### src/rtl/piso_if.sv
// Word-in / bit-out bundle for the parallel-to-serial transmitter.
// master = upstream word source, slave = the serializer itself.
interface piso_if #(
  parameter int WIDTH = 4
);
  logic [WIDTH-1:0] din;
  logic             din_valid;
  logic             din_ready;
  logic             sout;
  logic             sout_valid;
  logic             frame_start;
  logic             busy;

  modport master (
    output din,
    output din_valid,
    input  din_ready,
    input  sout,
    input  sout_valid,
    input  frame_start,
    input  busy
  );

  modport slave (
    input  din,
    input  din_valid,
    output din_ready,
    output sout,
    output sout_valid,
    output frame_start,
    output busy
  );
endinterface

### src/rtl/piso_tx.sv
// Parallel-in serial-out transmitter with a one-word skid register so
// consecutive words stream out with no idle bit between them.
module piso_tx #(
  parameter int WIDTH     = 4,
  parameter bit MSB_FIRST = 1'b1
) (
  input logic   clk,
  input logic   rst,
  piso_if.slave bus
);

  localparam int CW = (WIDTH > 1) ? $clog2(WIDTH) : 1;

  typedef enum logic {
    IDLE,
    SHIFT
  } state_e;

  state_e           state_q, state_d;
  logic [CW-1:0]    cnt_q, cnt_d;
  logic [WIDTH-1:0] shreg_q, shreg_d;
  logic [WIDTH-1:0] hold_q, hold_d;
  logic             hold_full_q, hold_full_d;

  logic             load_pt;
  logic             accept;
  logic [WIDTH-1:0] shifted;

  assign load_pt = (state_q == IDLE) ||
                   (cnt_q == CW'(WIDTH - 1));
  assign accept  = bus.din_valid && !hold_full_q;

  // Bits leave from the output end; zeros fill the vacated end.
  assign shifted = MSB_FIRST ?
                   {shreg_q[WIDTH-2:0], 1'b0} :
                   {1'b0, shreg_q[WIDTH-1:1]};

  always_ff @(posedge clk or posedge rst) begin
    if (rst) begin
      state_q     <= IDLE;
      cnt_q       <= '0;
      shreg_q     <= '0;
      hold_q      <= '0;
      hold_full_q <= 1'b0;
    end else begin
      state_q     <= state_d;
      cnt_q       <= cnt_d;
      shreg_q     <= shreg_d;
      hold_q      <= hold_d;
      hold_full_q <= hold_full_d;
    end
  end

  always_comb begin
    state_d     = state_q;
    cnt_d       = cnt_q;
    shreg_d     = shreg_q;
    hold_d      = hold_q;
    hold_full_d = hold_full_q;
    unique case (1'b1)
      load_pt && hold_full_q: begin
        shreg_d     = hold_q;
        cnt_d       = '0;
        state_d     = SHIFT;
        hold_full_d = accept;
        if (accept) hold_d = bus.din;
      end
      load_pt && !hold_full_q && accept: begin
        shreg_d = bus.din;
        cnt_d   = '0;
        state_d = SHIFT;
      end
      load_pt && !hold_full_q && !accept: begin
        cnt_d   = '0;
        state_d = IDLE;
      end
      !load_pt: begin
        shreg_d = shifted;
        cnt_d   = cnt_q + CW'(1);
        if (accept) begin
          hold_d      = bus.din;
          hold_full_d = 1'b1;
        end
      end
      default: ;
    endcase
  end

  assign bus.din_ready   = !hold_full_q;
  assign bus.sout_valid  = (state_q == SHIFT);
  assign bus.frame_start = (state_q == SHIFT) && (cnt_q == '0);
  assign bus.busy        = (state_q == SHIFT) || hold_full_q;
  assign bus.sout        = (state_q == SHIFT) &&
                           (MSB_FIRST ? shreg_q[WIDTH-1] : shreg_q[0]);

endmodule

### src/flat_wrapper.sv
// flat-port wrapper written by rule: the top's interface ports become plain ports
module piso_tx_flat 
#(
  parameter int WIDTH     = 4,
  parameter bit MSB_FIRST = 1'b1
)
  (clk, rst, bus_din, bus_din_valid, bus_din_ready, bus_sout, bus_sout_valid, bus_frame_start, bus_busy);
  piso_if #(.WIDTH(WIDTH)) bus_i ();
  input logic clk;
  input logic rst;
  input wire logic [$bits(bus_i.din)-1:0] bus_din;
  input wire logic [$bits(bus_i.din_valid)-1:0] bus_din_valid;
  output wire logic [$bits(bus_i.din_ready)-1:0] bus_din_ready;
  output wire logic [$bits(bus_i.sout)-1:0] bus_sout;
  output wire logic [$bits(bus_i.sout_valid)-1:0] bus_sout_valid;
  output wire logic [$bits(bus_i.frame_start)-1:0] bus_frame_start;
  output wire logic [$bits(bus_i.busy)-1:0] bus_busy;
  assign bus_i.din = bus_din;
  assign bus_i.din_valid = bus_din_valid;
  assign bus_din_ready = bus_i.din_ready;
  assign bus_sout = bus_i.sout;
  assign bus_sout_valid = bus_i.sout_valid;
  assign bus_frame_start = bus_i.frame_start;
  assign bus_busy = bus_i.busy;
  piso_tx #(.WIDTH(WIDTH), .MSB_FIRST(MSB_FIRST)) u_core (.clk(clk), .rst(rst), .bus(bus_i));
endmodule
### config.mk
export PLATFORM = sky130hd
export DESIGN_NAME = piso_tx_flat
export DESIGN_NICKNAME = d
export VERILOG_FILES = /design/src/rtl/piso_if.sv /design/src/rtl/piso_tx.sv /design/src/flat_wrapper.sv
export SDC_FILE = /design/constraint.sdc
export NUM_CORES = 1
export LEC_CHECK = 0
export ABC_AREA = 1
export CORE_MARGIN = 3
export CORE_UTILIZATION = 50
export CTS_BUF_LIST = sky130_fd_sc_hd__clkbuf_2
export DETAILED_ROUTE_END_ITERATION = 8
export PLACE_DENSITY = 0.77
export SETUP_SLACK_MARGIN = 0.15
export SYNTH_ARGS = -nofsm -noshare
export SYNTH_HDL_FRONTEND = slang
export SYNTH_SLANG_ARGS = --single-unit
### constraint.sdc
create_clock -name clk -period 1.7 [get_ports clk]
set_input_delay 0.34 -clock clk [delete_from_list [all_inputs] [get_ports clk]]
set_output_delay 0.34 -clock clk [all_outputs]
set_load 0.02 [all_outputs]
; Word level (Yosys, flattened, before mapping)
; Cells that the tools add are included.
[word_totals]
rom_bits = 0
latchBits = 0
inputBits = 7
ramBits = 0
wordCells = 38
mem_count = 0
regBits = 12
[op_classes]
mux = 9
n_bitwise = 1
mul = 0
n_addsub = 1
n_shift = 0
n_lt_le_gt_ge = 0
div = 0
n_eq_ne = 2
reduce_logical = 20
[op_table]
columns = op, count
row1 = case mux 4 bit (3 select lines), 1
row2 = two-way mux 4 bit, 2
row3 = case mux 4 bit (2 select lines), 1
row4 = logical AND 1 bit, 7
row5 = nonzero test 2 bit, 3
row6 = case mux 1 bit (2 select lines), 2
row7 = case mux 2 bit (2 select lines), 1
row8 = zero test 1 bit, 3
row9 = "!= test 3 x 1 -> 1 bit, second input constant", 1
row10 = nonzero test 3 bit, 1
row11 = OR reduction 3 bit, 1
row12 = "adder 2 x 1 -> 2 bit, second input constant", 1
row13 = "== test 2 bit, second input constant", 1
row14 = zero test 2 bit, 1
row15 = logical OR 1 bit, 2
row16 = two-way mux 1 bit, 2
row17 = AND reduction 2 bit, 1
row18 = OR reduction 2 bit, 1
row19 = inverter 1 bit, 1

; Logic depth before layout (Yosys ltp)
[depth]
depth_word = 6
ltp_mapped = 8
depth_no_buf = 8

; Least setup slack after synthesis
; OpenSTA, ideal clock, no wires.
[synth_path]
path_type = register to output
from = register u_core.state_q (netlist: u_core.bus.sout_valid)
to = output port bus_busy
t_required_ns = 1.360
path_stages_with_launch = 2
arrival_time_ns = 0.851
path_slack_ns = 0.509
cell_sequence = dfrtp_1 > or2_2
[synth_between]
elab_chain_cells = 1
[synth_lines]
columns = element, line
row1 = start: declaration, piso_tx.sv:19  ; state_e state_q, state_d;
row2 = start signal: assignment, piso_tx.sv:46  ; state_q <= state_d;
row3 = logical OR 1 bit, piso_tx.sv:92  ; assign bus.busy = (state_q == SHIFT) || hold_full_q;
row4 = end: declaration, flat_wrapper.sv:17  ; output wire logic [$bits(bus_i.busy)-1:0] bus_busy;
; Every way passes these cells.

; Worst setup path in the final report
[layout_path]
from = register u_core.hold_full_q
to = output port bus_din_ready
[layout_between]
elab_chain_cells = 1
[layout_lines]
columns = element, line
row1 = start: declaration, piso_tx.sv:23  ; logic hold_full_q, hold_full_d;
row2 = start signal: assignment, piso_tx.sv:50  ; hold_full_q <= hold_full_d;
row3 = zero test 1 bit, piso_tx.sv:89  ; assign bus.din_ready = !hold_full_q;
row4 = end: declaration, flat_wrapper.sv:13  ; output wire logic [$bits(bus_i.din_ready)-1:0] bus_din_ready;
; Every way passes these cells.

==> reports/summary.json <==
{
  "htreeDepth": 1,
  "worstSetupStartpoint": "u_core.hold_full_q",
  "rr_worst_depth": 8,
  "r2r_end": "u_core.hold_q[1]",
  "number_of_detailed_routing_iterations_run_before_antenna_repair": 4,
  "top_cell_type_s_share_of_synthesized_area_pct": 45.9,
  "post-route-min-period_ns": 1.46,
  "whs_ns": 0.374,
  "worst_setup_hold_path_clk_slew_ns": 0.10,
  "post_layout_nonfiller_instances": 112,
  "cts-root-buf": "clkbuf_2",
  "gpl.final_weighted_congestion": 0.755,
  "detail_route.iter0.violations": 6,
  "syn_nets": 91,
  "critPathLaunchType": "register",
  "peakVddDrop_mv": 0.955,
  "syn-mean-instance-area_um2": 7.98,
  "power_mw": 1.18,
  "rr_startpoint": "u_core.cnt_q[0]",
  "floorplan.die.width_um": 42.2,
  "achievable_frequency_ghz": 0.683,
  "io_pins": 12,
  "cts_tree": "done",
  "top_library_cells_by_usage_in_the_layout_fill_and_taps_aside": "29 x nand2_1, 12 x nand3_1, 12 x dfrtp_1, 8 x inv_1, 6 x clkdlybuf4s50_1",
  "ranking_of_synthesized_cells_by_area": "dfrtp_1 46%, nand2_1 17%, nand3_1 9.2%, nand3_2 6.1%, inv_1 4.6%",
  "number_of_distinct_library_cell_variants_in_the_gate_level_netlist_after_synthesis": 16,
  "max_root_sink_buffers": 2,
  "dpl.hpwl_um": 836,
  "die-height_um": 42.2,
  "layout_commonest_cell": "nand2_1",
  "grt_start_max_net_pins": 18,
  "setup_viol": 0,
  "setup.worst_path.end_class": "output port",
  "layout_worst_path_cycle_share_pct": 86.2,
  "rows": 12,
  "start_util_pct": 55.9,
  "setup.reg_to_reg.worst_slack_ns": 0.31,
  "outcome": "finished, final reports clean",
  "routed_wirelength_mm": 1.11,
  "slew-limit-headroom_pct": 70.2,
  "critPathCapture": "bus_din_ready",
  "die-area_um2": 1780,
  "grt.overflow.total": 0,
  "final.setup_skew_ns": 0.00696,
  "first_global_vias": 458,
  "worst_hold_check_path_type": "input pin to async pin",
  "critPathSlowestCell": "dfrtp_1",
  "tritoncts_num_sinks": 12,
  "power.density_cell_area_nw_per_um2": 1480,
  "drc": 0,
  "synth.cell_area_um2": 654,
  "final_nets": 109,
  "place.detailed.instances": 107,
  "crit_type": "register to output port",
  "routed_wire_length_per_instance_um": 9.88,
  "totalNegativeSetupSlack_ns": 0,
  "critical_path.cell_chain": "buf_4 > inv_2 > clkdlybuf4s15_1",
  "synth_seq_cells": 12,
  "cts-buffers-inserted": 3,
  "cpPeakStageDelay_ns": 0.39,
  "timing_worst_slew_pin_value_ns": 0.447,
  "placeableCoreArea_um2": 1170,
  "initial_antenna_violation_count": 0,
  "post_drt_via_cell_ratio": 4.77,
  "cap_violations": 0,
  "synthesis_warnings": 0,
  "route.antenna.remaining_nets": 0,
  "synth_seq_area_share_pct": 45.9,
  "worstPathMaxFanout": 3,
  "netlist.top_cell.by_area": "dfrtp_1",
  "fillers": 105,
  "final_max_slew_viol_count": 0,
  "n_antenna_cell": 0,
  "grt_pass1_wl_mm": 1.94,
  "fraction_of_final_layout_cells_sized_beyond_drive_strength_1_pct": 21.4,
  "cp_data_arrival_time_ns": 1.12,
  "flow.area_growth_from_synthesis_pct": 21.6,
  "critical_path_required_ns": 1.36,
  "worstSkewPairLatency_ns": 0.25,
  "synthesis.instances": 82,
  "hold_viol": 0,
  "detailroute.via_count": 534,
  "grt_util_overall_pct": 14.3,
  "rsz_0062_raised_after_global_routing": "false",
  "numPortBuffers": 11,
  "cellLeakagePower_nw": 0.435,
  "cts-hold-fix-buffers": 0
}
area by class of cell:
class                      instances  area (µm²)  area share (%)
sequential                        12         300            37.7
multi-input combinational         56         293            36.8
timing repair buffer              14         120            15.1
inverter                          13        50.0            6.29
tap                               14        17.5            2.20
clock buffer                       3        15.0            1.89
cell families after synthesis:
kind of cell             after synthesis  synth area share [%]
buffers and inverters                 14                  9.37
adder cells (fa/ha/maj)                2                  3.82
flip-flops                            12                  45.9
AND/OR/NAND/NOR                       54                  40.9
cell usage after synthesis:
library cell / n
nor2_2: 1
dfrtp_1: 12
buf_6: 1
or2_2: 1
nand2_1: 29
nand3_1: 12
nand3_2: 4
ha_1: 2
nor2_4: 1
nand2_4: 1
inv_1: 8
nor2_1: 3
clkinv_1: 2
nand2_2: 2
inv_2: 2
clkinv_2: 1
state kept, by name (all words and copies together) (netlist names):
| name | count |
|---|---|
| u_core.bus.sout_valid | 1 |
| u_core.cnt_q | 2 |
| u_core.hold_full_q | 1 |
| u_core.hold_q | 4 |
| u_core.shreg_q | 4 |
worst max-delay path, delay by kind of cell, from the launching register on:
family | cells | cell delay, ns
buffers and inverters | 3 | 0.49
flip-flops | 1 | 0.39
timing repair:
action | CTS | global route
buffers inserted | 1 | 1
setup endpoints to repair | 5 | 3
gates resized for setup | 7 | 4
how the worst min path moves through the flow:
stage	from	endpoint	slack (ns)
3_3_place_gp	u_core.cnt_q[0]	u_core.cnt_q[0]	0.44
5_1_grt	rst	u_core.hold_q[2]	0.40
2_1_floorplan	rst	u_core.bus.sout_valid	0.20
6_report	rst	u_core.hold_q[2]	0.37
3_5_place_dp	u_core.cnt_q[0]	u_core.cnt_q[0]	0.46
4_1_cts	rst	u_core.hold_q[2]	0.37
through the flow:
stage,setup slack (ns),area (µm²),utilization [%]
final,0.235,796,67.9
after global routing,0.181,796,67.9
after CTS,0.0916,797,68.1
after detailed placement,0.103,778,66.5
after global placement,0.124,778,66.5
after floorplan,0.509,654,-
per-layer routing:
| layer | global-route usage (%) | vias to the layer above | part of all wire (%) |
|---|---|---|---|
| li1 | - | 281 | - |
| met1 | 18.2 | 234 | 44 |
| met2 | 21.9 | 17 | 49 |
| met3 | 6.44 | 2 | 6.4 |
| met4 | 3.73 | 0 | 0.90 |
| met5 | 0 | - | 0 |
power by group:
part	total (mW)	internal, mW	switching (mW)
Clock	0.129	0.0481	0.0809
Sequential	0.462	0.403	0.0595
Combinational	0.591	0.214	0.377
Note: power is estimated with default switching activity, not from simulation.
